### src/rtl/unsigned_adder_arbiter_pkg.sv
// ============================================================================
// Module : unsigned_adder_arbiter_pkg
// Brief  : Shared defaults and ID-width helper for the adder arbiter.
// Rev    : 1.0
// ============================================================================
`default_nettype none

package unsigned_adder_arbiter_pkg;

    localparam int DEFAULT_NREQ = 4;
    localparam int DEFAULT_W    = 8;

    function automatic int id_width(input int n);
        return (n > 1) ? $clog2(n) : 1;
    endfunction

endpackage

`default_nettype wire

### src/rtl/unsigned_adder_arbiter_adder_pipe.sv
// ============================================================================
// Module : adder_pipe_tagged
// Brief  : Operand capture + two-stage split adder carrying a valid/ID tag;
//          every register holds while en is low.
// Rev    : 1.0
// ============================================================================
`default_nettype none

module adder_pipe_tagged
    import unsigned_adder_arbiter_pkg::*;
#(
    parameter int W    = DEFAULT_W,
    parameter int ID_W = 2
) (
    input  logic            clk,
    input  logic            rst_n,
    input  logic            en,
    input  logic            in_valid,
    input  logic [ID_W-1:0] in_id,
    input  logic [W-1:0]    in_a,
    input  logic [W-1:0]    in_b,
    output logic            out_valid,
    output logic [ID_W-1:0] out_id,
    output logic [W:0]      out_sum,
    output logic            busy
);

    localparam int LO = W / 2;
    localparam int HI = W - LO;

    logic            v0_q, v0_d, v1_q, v1_d, v2_q, v2_d;
    logic [ID_W-1:0] id0_q, id0_d, id1_q, id1_d, id2_q, id2_d;
    logic [W-1:0]    a0_q, a0_d, b0_q, b0_d;
    logic [LO-1:0]   lo1_q, lo1_d;
    logic            c1_q, c1_d;
    logic [HI-1:0]   ahi1_q, ahi1_d, bhi1_q, bhi1_d;
    logic [W:0]      sum2_q, sum2_d;
    logic [LO:0]     lo_sum;
    logic [HI:0]     hi_sum;

    always_comb begin
        v0_d   = v0_q;   id0_d = id0_q; a0_d = a0_q; b0_d = b0_q;
        v1_d   = v1_q;   id1_d = id1_q; lo1_d = lo1_q; c1_d = c1_q;
        ahi1_d = ahi1_q; bhi1_d = bhi1_q;
        v2_d   = v2_q;   id2_d = id2_q; sum2_d = sum2_q;
        lo_sum = {1'b0, a0_q[LO-1:0]} + {1'b0, b0_q[LO-1:0]};
        hi_sum = {1'b0, ahi1_q} + {1'b0, bhi1_q} + {{HI{1'b0}}, c1_q};
        // Data registers only load behind a valid tag so results persist between pulses.
        if (en) begin
            v0_d = in_valid;
            if (in_valid) begin
                id0_d = in_id;
                a0_d  = in_a;
                b0_d  = in_b;
            end
            v1_d = v0_q;
            if (v0_q) begin
                id1_d  = id0_q;
                lo1_d  = lo_sum[LO-1:0];
                c1_d   = lo_sum[LO];
                ahi1_d = a0_q[W-1:LO];
                bhi1_d = b0_q[W-1:LO];
            end
            v2_d = v1_q;
            if (v1_q) begin
                id2_d  = id1_q;
                sum2_d = {hi_sum, lo1_q};
            end
        end
    end

    always_ff @(posedge clk) begin
        if (!rst_n) begin
            v0_q   <= 1'b0; id0_q <= '0; a0_q <= '0; b0_q <= '0;
            v1_q   <= 1'b0; id1_q <= '0; lo1_q <= '0; c1_q <= 1'b0;
            ahi1_q <= '0;   bhi1_q <= '0;
            v2_q   <= 1'b0; id2_q <= '0; sum2_q <= '0;
        end else begin
            v0_q   <= v0_d;   id0_q <= id0_d; a0_q <= a0_d; b0_q <= b0_d;
            v1_q   <= v1_d;   id1_q <= id1_d; lo1_q <= lo1_d; c1_q <= c1_d;
            ahi1_q <= ahi1_d; bhi1_q <= bhi1_d;
            v2_q   <= v2_d;   id2_q <= id2_d; sum2_q <= sum2_d;
        end
    end

    // A held result is hidden while frozen and shown again once en returns.
    assign out_valid = v2_q & en;
    assign out_id    = id2_q;
    assign out_sum   = sum2_q;
    assign busy      = v0_q | v1_q | v2_q;

endmodule

`default_nettype wire

### src/rtl/unsigned_adder_arbiter.sv
// ============================================================================
// Module : unsigned_adder_arbiter
// Brief  : Round-robin arbiter feeding a pipelined unsigned adder.
//          Define UNSIGNED_ADDER_ARBITER_OPCNT_EN to add the op_count output.
// Rev    : 1.0
// ============================================================================
`default_nettype none

module unsigned_adder_arbiter
    import unsigned_adder_arbiter_pkg::*;
#(
    parameter  int NREQ = DEFAULT_NREQ,
    parameter  int W    = DEFAULT_W,
    localparam int ID_W = id_width(NREQ)
) (
    input  logic              clk,
    input  logic              rst_n,
    input  logic              en,
    input  logic [NREQ-1:0]   req_valid,
    input  logic [NREQ*W-1:0] req_a,
    input  logic [NREQ*W-1:0] req_b,
    output logic [NREQ-1:0]   req_ready,
    output logic              rsp_valid,
    output logic [ID_W-1:0]   rsp_id,
    output logic [W:0]        rsp_sum,
    output logic              busy
`ifdef UNSIGNED_ADDER_ARBITER_OPCNT_EN
    ,
    output logic [15:0]       op_count
`endif
);

    logic [ID_W-1:0] p_q, p_d;
    logic [ID_W-1:0] grant_id;
    logic            grant_vld;
    logic [W-1:0]    sel_a, sel_b;

    always_comb begin
        int idx;
        grant_id  = '0;
        grant_vld = 1'b0;
        req_ready = '0;
        idx       = 0;
        if (en && rst_n) begin
            for (int off = 0; off < NREQ; off++) begin
                idx = int'(p_q) + off;
                if (idx >= NREQ) idx = idx - NREQ;
                if (!grant_vld && req_valid[idx]) begin
                    grant_vld = 1'b1;
                    grant_id  = ID_W'(idx);
                end
            end
        end
        if (grant_vld) req_ready[grant_id] = 1'b1;
    end

    always_comb begin
        p_d = p_q;
        if (grant_vld) p_d = (grant_id == ID_W'(NREQ - 1)) ? '0 : grant_id + 1'b1;
    end

    always_ff @(posedge clk) begin
        if (!rst_n) p_q <= '0;
        else        p_q <= p_d;
    end

    assign sel_a = req_a[int'(grant_id)*W +: W];
    assign sel_b = req_b[int'(grant_id)*W +: W];

    adder_pipe_tagged #(
        .W    (W),
        .ID_W (ID_W)
    ) u_pipe (
        .clk       (clk),
        .rst_n     (rst_n),
        .en        (en),
        .in_valid  (grant_vld),
        .in_id     (grant_id),
        .in_a      (sel_a),
        .in_b      (sel_b),
        .out_valid (rsp_valid),
        .out_id    (rsp_id),
        .out_sum   (rsp_sum),
        .busy      (busy)
    );

`ifdef UNSIGNED_ADDER_ARBITER_OPCNT_EN
    logic [15:0] op_count_q, op_count_d;

    always_comb begin
        op_count_d = op_count_q;
        if (rsp_valid) op_count_d = op_count_q + 16'd1;
    end

    always_ff @(posedge clk) begin
        if (!rst_n) op_count_q <= '0;
        else        op_count_q <= op_count_d;
    end

    assign op_count = op_count_q;
`endif

endmodule

`default_nettype wire
### config.mk
export PLATFORM = sky130hd
export DESIGN_NAME = unsigned_adder_arbiter
export DESIGN_NICKNAME = d
export VERILOG_FILES = /design/src/rtl/unsigned_adder_arbiter_pkg.sv /design/src/rtl/unsigned_adder_arbiter_adder_pipe.sv /design/src/rtl/unsigned_adder_arbiter.sv
export SDC_FILE = /design/constraint.sdc
export NUM_CORES = 1
export LEC_CHECK = 0
export ABC_AREA = 1
export BUFFER_PORTS_ARGS = -buffer_cell sky130_fd_sc_hd__buf_4
export CAP_MARGIN = 20
export CORE_ASPECT_RATIO = 0.5
export CORE_MARGIN = 4
export CORE_UTILIZATION = 40
export DETAILED_ROUTE_END_ITERATION = 16
export SYNTH_ARGS = -nofsm -noshare
export SYNTH_HDL_FRONTEND = slang
export SYNTH_SLANG_ARGS = --single-unit
### constraint.sdc
create_clock -name clk -period 2.25 [get_ports clk]
set_input_delay 0.45 -clock clk [delete_from_list [all_inputs] [get_ports clk]]
set_output_delay 0.45 -clock clk [all_outputs]
set_load 0.03 [all_outputs]
==> results.md, run 1 <==
* Run status: complete, but fails checks
* Failing checks: setup timing
* Number of max-cap violations at 0
* Mean routed wirelength per cell at 12.6 um
* Num CTS Buffers at 5
* Met1 Wirelength at 4.40 mm
* Largest net degree at the start of global routing at 45
* Element type at the critical path end: output port
* Setup violators final at 4
* Final worst path period share at 1.06
* PwrDens at 669 mW/mm^2
* Post-synthesis compound-gate area fraction at 0.0937
* Nets at 655
* Metal3 WL at 407 um
* Sequential share of the synthesized area at 0.322
* CP Max Fanout at 9
* Final WL at 8.44 mm
* Io pins at 88
* Clock transition at path regs at 0.07 ns
* Synth cell types at 30
* Unrepaired setup endpoints after global routing: yes
* Post-DP HPWL at 6.32 mm
* Highest routed metal layer: met4
* Simple-gate portion of the synthesized area at 0.400
* Setup tns final at -0.389 ns
* Final Skew at 0.00592 ns
* Synth-to-Final Area Change at 36.7%
* WL met2 at 3.59 mm
* Core box area at 0.00735 mm^2
* Clock Tree Root: clkbuf_16
* First-pass detailed-route iteration total at 4
* Worst slew pin tran at 0.403 ns
* Die H at 69.7 um
* Worst setup margin at -0.138 ns
* Yosys top cell area share at 0.322
* CTS tree: built
* Final ANT Viol Nets at 0
* Slew Viols, Final at 0
* Worst EP required at 1.80 ns
* Starting DRT DRC Count at 168
* Slew headroom at 0.731
* GRT Util Overall at 0.183
* Main area contributors after synthesis: dfxtp_1 32%, nand2_1 19%, inv_1 7.2%, nand4_1 6.8%, nand3_1 6.1%
* Vias in the first global route at 2,965
* Die Wd at 131 um
* Adder and majority gate portion of the synthesized area at 0.0526
* Vias at 3,191
* Syn Area/Cell at 6.36 um^2
* Minimum clock period at 2.39 ns
* Fin Hold WS at 0.471 ns
* Layout cell share with drive strength beyond 1 at 0.274
* Netlist Area Pre-Place at 0.00304 mm^2
* Cell leakage power at 2.21 nW
* Average vias per placed instance at 4.76
* Number of synthesis warnings at 0
* Max Root-Sink Buffers at 2
* Port bufs at 87
* Largest family of logic cells by synthesized area: simple AND/OR/NAND/NOR gates
* Initial antenna violation count at 0
* Crit start category: flip-flop
* Worst skew pair latency at 0.28 ns
* Fmax at 0.419 GHz
* Register bit total from synthesis at 49
* Synth Area in XOR/XNOR at 0.00863
* Clock sinks at 49
* Multiplexer share of the synthesized area at 0
* First-pass GRT wire length at 14.2 mm
* DRC Markers at 0
* Fin. Hold Viols at 0
* Ant diodes at 0
* Peak VDD IR at 0.000404 V
* Gr ovfl total at 0
* Worst Path Arrival at 1.94 ns
* H-tree depth at 2
* Cell Rows at 22
* Gate Count Post-Synth at 479
* CP Class: reg -> out
* Syn_nets at 561
* GP Congestion at 0.865
* Initial Util at 0.414
* Area leader, netlist: dfxtp_1
* Hold buffer count at CTS at 0
* Tightest Hold Check Type: reg -> reg
* Full die area at 0.00915 mm^2
[synth_stat cells]
library cell / number
nand3b_1: 1
buf_4: 2
buf_1: 3
inv_1: 58
xnor2_1: 1
dfxtp_1: 49
nor2_1: 36
or3_1: 1
nand3_4: 1
o21ba_2: 1
nand2_1: 155
nand2_4: 1
buf_2: 8
o21ai_0: 29
a31oi_1: 2
fa_1: 3
o221ai_1: 1
nor2_4: 1
a21oi_1: 19
nand3_2: 3
clkbuf_1: 11
a221oi_1: 1
buf_6: 3
xor2_1: 2
inv_2: 4
nand4_1: 33
nand2_2: 4
nand3_1: 37
o21ai_1: 1
ha_1: 8
[layout make-up]
class	count	area, um^2
Timing Repair Buffer	114	900
Inverter	62	235
Sequential cell	49	986
Tap cell	96	120
Clock inverter	3	22.5
Multi-Input combinational cell	341	1770
Fill cell	744	3190
Clock buffer	5	125
[repair_timing]
item,4_1_cts,5_1_grt
setup buffers,5,2
setup endpoints to repair,4,4
pin swaps,9,4
gates resized for setup,23,6
hold endpoints to repair,0,0
[path summary, 6_finish.rpt]
path | startpoint | end | slack, ns | cells after the start
min reg2reg | u_pipe.a0_q[7]$_SDFFE_PN0P_ | u_pipe.a0_q[7]$_SDFFE_PN0P_ | 0.47 | 2
min | u_pipe.a0_q[7]$_SDFFE_PN0P_ | u_pipe.a0_q[7]$_SDFFE_PN0P_ | 0.47 | 2
max | p_q[0]$_SDFFE_PN0P_ | req_ready[2] | -0.14 | 12
max reg2reg | p_q[0]$_SDFFE_PN0P_ | u_pipe.a0_q[6]$_SDFFE_PN0P_ | 0.22 | 16
[cells in the final DEF, fill, tap and decap left out, types with 2 or more instances in the layout]
cell type  synthesis  routed
nand2_1          155     146
buf_4              2     107
inv_1             58      57
dfxtp_1           49      47
nand3_1           37      35
nor2_1            36      34
nand4_1           33      33
o21ai_0           29      29
a21oi_1           19      18
nand2_2            4      11
ha_1               8       7
nand3_2            3       5
clkbuf_16          0       5
buf_6              3       5
inv_2              4       4
nand2_4            1       3
fa_1               3       3
nor2_2             0       2
xor2_1             2       2
clkinv_4           0       2
buf_12             0       2
[registers in the layout (all words and copies together) (netlist names), 2 cells and up]
| register | cells |
|---|---|
| u_pipe.out_sum | 9 |
| u_pipe.id0_q | 2 |
| u_pipe.a0_q | 8 |
| u_pipe.b0_q | 8 |
| u_pipe.lo1_q | 4 |
| u_pipe.id1_q | 2 |
| u_pipe.ahi1_q | 4 |
| u_pipe.out_id | 2 |
| p_q | 2 |
| u_pipe.bhi1_q | 4 |
[metal layers]
layer	vias up	track usage
met5	-	0
met3	4	0.0341
met4	0	0.0244
li1	1725	-
met1	1403	0.275
met2	59	0.279
[stage by stage]
stage | setup WS (ns) | instances | instance area [um^2] | power (mW) | utilization
detailed placement | -0.0231 | 655 | 3860 | 1.97 | 0.525
global route | -0.245 | 670 | 4160 | 2.98 | 0.566
finish | -0.138 | 670 | 4160 | 2.79 | 0.566
global placement | 0.00416 | 655 | 3860 | 1.96 | 0.525
CTS | -0.120 | 668 | 4120 | 2.78 | 0.561
floorplan | 0.0430 | 479 | 3050 | 1.65 | -
[where the power goes]
part / total [mW] / internal [mW] / switching [mW]
logic: 1.04 / 0.439 / 0.600
clock network: 0.740 / 0.414 / 0.326
registers: 1.01 / 0.956 / 0.0495
[critical path, stage by stage, from the launching register on]
cell,delay [ns]
dfxtp_4,0.36
buf_12,0.14
nand2_1,0.07
nand2_2,0.07
nand2_2,0.08
nand2_2,0.06
nor2_4,0.11
nand3_2,0.12
nand3_2,0.09
nand3_2,0.11
buf_6,0.16
a31oi_4,0.15
buf_6,0.15
[kinds of logic after synthesis]
| logic type | after synthesis |
|---|---|
| simple gates | 273 |
| buf+inv | 89 |
| compound gates | 54 |
| flops | 49 |
| fa+ha+maj | 11 |
| xor+xnor | 3 |
(Power assumes the default switching activity.)
==> inputs of run 2 (changes only) <==
Settings changed: REMOVE_ABC_BUFFERS from default to 1, SKIP_CTS_REPAIR_TIMING from default to 1.
==> results.md, run 2 (same netlist as run 1, synthesis figures left out) <==
* Vias in the first global route at 2,845
* H-tree depth at 2
* Worst EP required at 1.80 ns
* Crit start category: flip-flop
* Initial antenna violation count at 0
* Clock Tree Root: clkbuf_16
* Failing checks: setup timing
* Max reg flops at 9
* DRC Markers at 0
* Die H at 69.7 um
* Starting DRT DRC Count at 161
* CP bufs+invs at 3
* Slew Viols, Final at 0
* Setup violators final at 4
* Synth-to-Final Area Change at 37.9%
* Placed cells at 657
* Slew headroom at 0.705
* Commonest non-fill, non-tap cell in the layout: nand2_1
* Sequential power share at 0.336
* CTS tree: built
* Ant diodes at 0
* Final Skew at 0.00640 ns
* Fmax at 0.416 GHz
* Gr ovfl total at 0
* Clock sinks at 49
* Final worst path period share at 1.07
* GP Congestion at 0.864
* Io pins at 88
* Die Wd at 131 um
* Element type at the critical path end: output port
* Slowest library cell on the worst path: dfxtp_4
* Clock transition at path regs at 0.07 ns
* Worst skew pair latency at 0.28 ns
* Cell Rows at 22
* Tightest Hold Check Type: reg -> reg
* Initial Util at 0.414
* Average vias per placed instance at 4.74
* Vias at 3,173
* Sw frac at 0.323
* Final ANT Viol Nets at 0
* Clock network fraction of design power at 0.315
* First-pass GRT wire length at 13.2 mm
* Worst slew pin tran at 0.443 ns
* Internal at 2.03 mW
* Worst Path Arrival at 1.96 ns
* CP Max Fanout at 6
* Number of max-cap violations at 0
* Finished Layout Cells at 669
* Cell leakage power at 2.23 nW
* Unrepaired setup endpoints after global routing: yes
* Run status: complete, but fails checks
* GRT Util Overall at 0.170
* Place WS at -0.0247 ns
* Crit-path cells: buf_6 -> nand2_4 -> nand2_4 -> nand2_2 -> nand2_2 -> nor2_4 -> nand3_4 -> nand3_2 -> nand3_2 -> buf_6 -> a31oi_1 -> buf_4
* Max Root-Sink Buffers at 2
* PwrDens at 713 mW/mm^2
* Layout cell share with drive strength beyond 1 at 0.279
* Largest net degree at the start of global routing at 45
* Critical path's top delay family: simple AND/OR/NAND/NOR gates
* First-pass detailed-route iteration total at 4
* Fin. Hold Viols at 0
* Critical Path Max Stage Delay at 0.37 ns
* Core box area at 0.00735 mm^2
* Multi-input gate area at 0.00178 mm^2
* Nets at 654
* Minimum clock period at 2.41 ns
* Worst setup margin at -0.156 ns
* Logic pwr share at 0.349
* Mean routed wirelength per cell at 12.1 um
* Final WL at 8.13 mm
* Most frequent cells in the layout: 143 x nand2_1, 105 x buf_4, 57 x inv_1, 47 x dfxtp_1, 34 x nand3_1
* CP Class: reg -> out
* # fillers at 757
* Port bufs at 87
* Full die area at 0.00915 mm^2
* Net switching power at 0.966 mW
* Post-DP HPWL at 6.07 mm
* Num CTS Buffers at 5
* Peak VDD IR at 0.000312 V
* Reg area at 986 um^2
## run 2: changes by cell type in the layout (fill, tap and decap cells not counted), sizes merged
cell	previous run	this run
bufinv	0	2
clkinv	3	1
buf	114	113
## run 2: layout make-up
class	instances	share of cell area
Sequential cell	49	0.235
Inverter	62	0.0560
Clock inverter	3	0.0155
Timing Repair Buffer	113	0.211
Tap cell	96	0.0286
Clock buffer	5	0.0298
Multi-Input combinational cell	341	0.424
## run 2: power groups by stage
stage | sequential (mW) | combinational [mW] | clock [mW]
final | 1.01 | 1.04 | 0.943
after global routing | 1.02 | 1.17 | 1.00
after CTS | 1.00 | 0.955 | 0.965
after detailed placement | 1.02 | 0.950 | 0
after global placement | 1.02 | 0.948 | 0
after floorplan | 1.03 | 0.549 | 0
## run 2: worst paths after layout
path	startpoint	to	slack (ns)	cells past startpoint
worst max-delay path	p_q[0]$_SDFFE_PN0P_	req_ready[2]	-0.16	12
worst min-delay path	u_pipe.a0_q[5]$_SDFFE_PN0P_	u_pipe.a0_q[5]$_SDFFE_PN0P_	0.47	2
worst max register to register	p_q[0]$_SDFFE_PN0P_	u_pipe.b0_q[6]$_SDFFE_PN0P_	0.20	16
worst min register to register	u_pipe.a0_q[5]$_SDFFE_PN0P_	u_pipe.a0_q[5]$_SDFFE_PN0P_	0.47	2
## run 2: through the flow
step | setup TNS, ns | hold WS (ns) | area, um^2 | power, mW | utilization
final | -0.455 | 0.466 | 4200 | 2.99 | 0.571
after global routing | -0.878 | 0.494 | 4200 | 3.19 | 0.571
after CTS | -0.801 | 0.467 | 4040 | 2.92 | 0.550
after detailed placement | -0.0247 | 0.457 | 3850 | 1.97 | 0.524
after global placement | 0 | 0.455 | 3850 | 1.97 | 0.524
after floorplan | -1.87 | 0.442 | 2900 | 1.58 | -
## run 2: layer usage
metal / global-route usage / wire length (um) / up-vias
met5: 0 / 0 / -
met2: 0.260 / 3480 / 62
met4: 0.0349 / 94 / 0
li1: - / - / 1719
met1: 0.249 / 4250 / 1383
met3: 0.0341 / 307 / 9
## run 2: worst min-delay path, delay by kind of cell (launching register included)
family	cells	cell delay (ns)
flip-flops	1	0.31
AND/OR/NAND/NOR	2	0.11
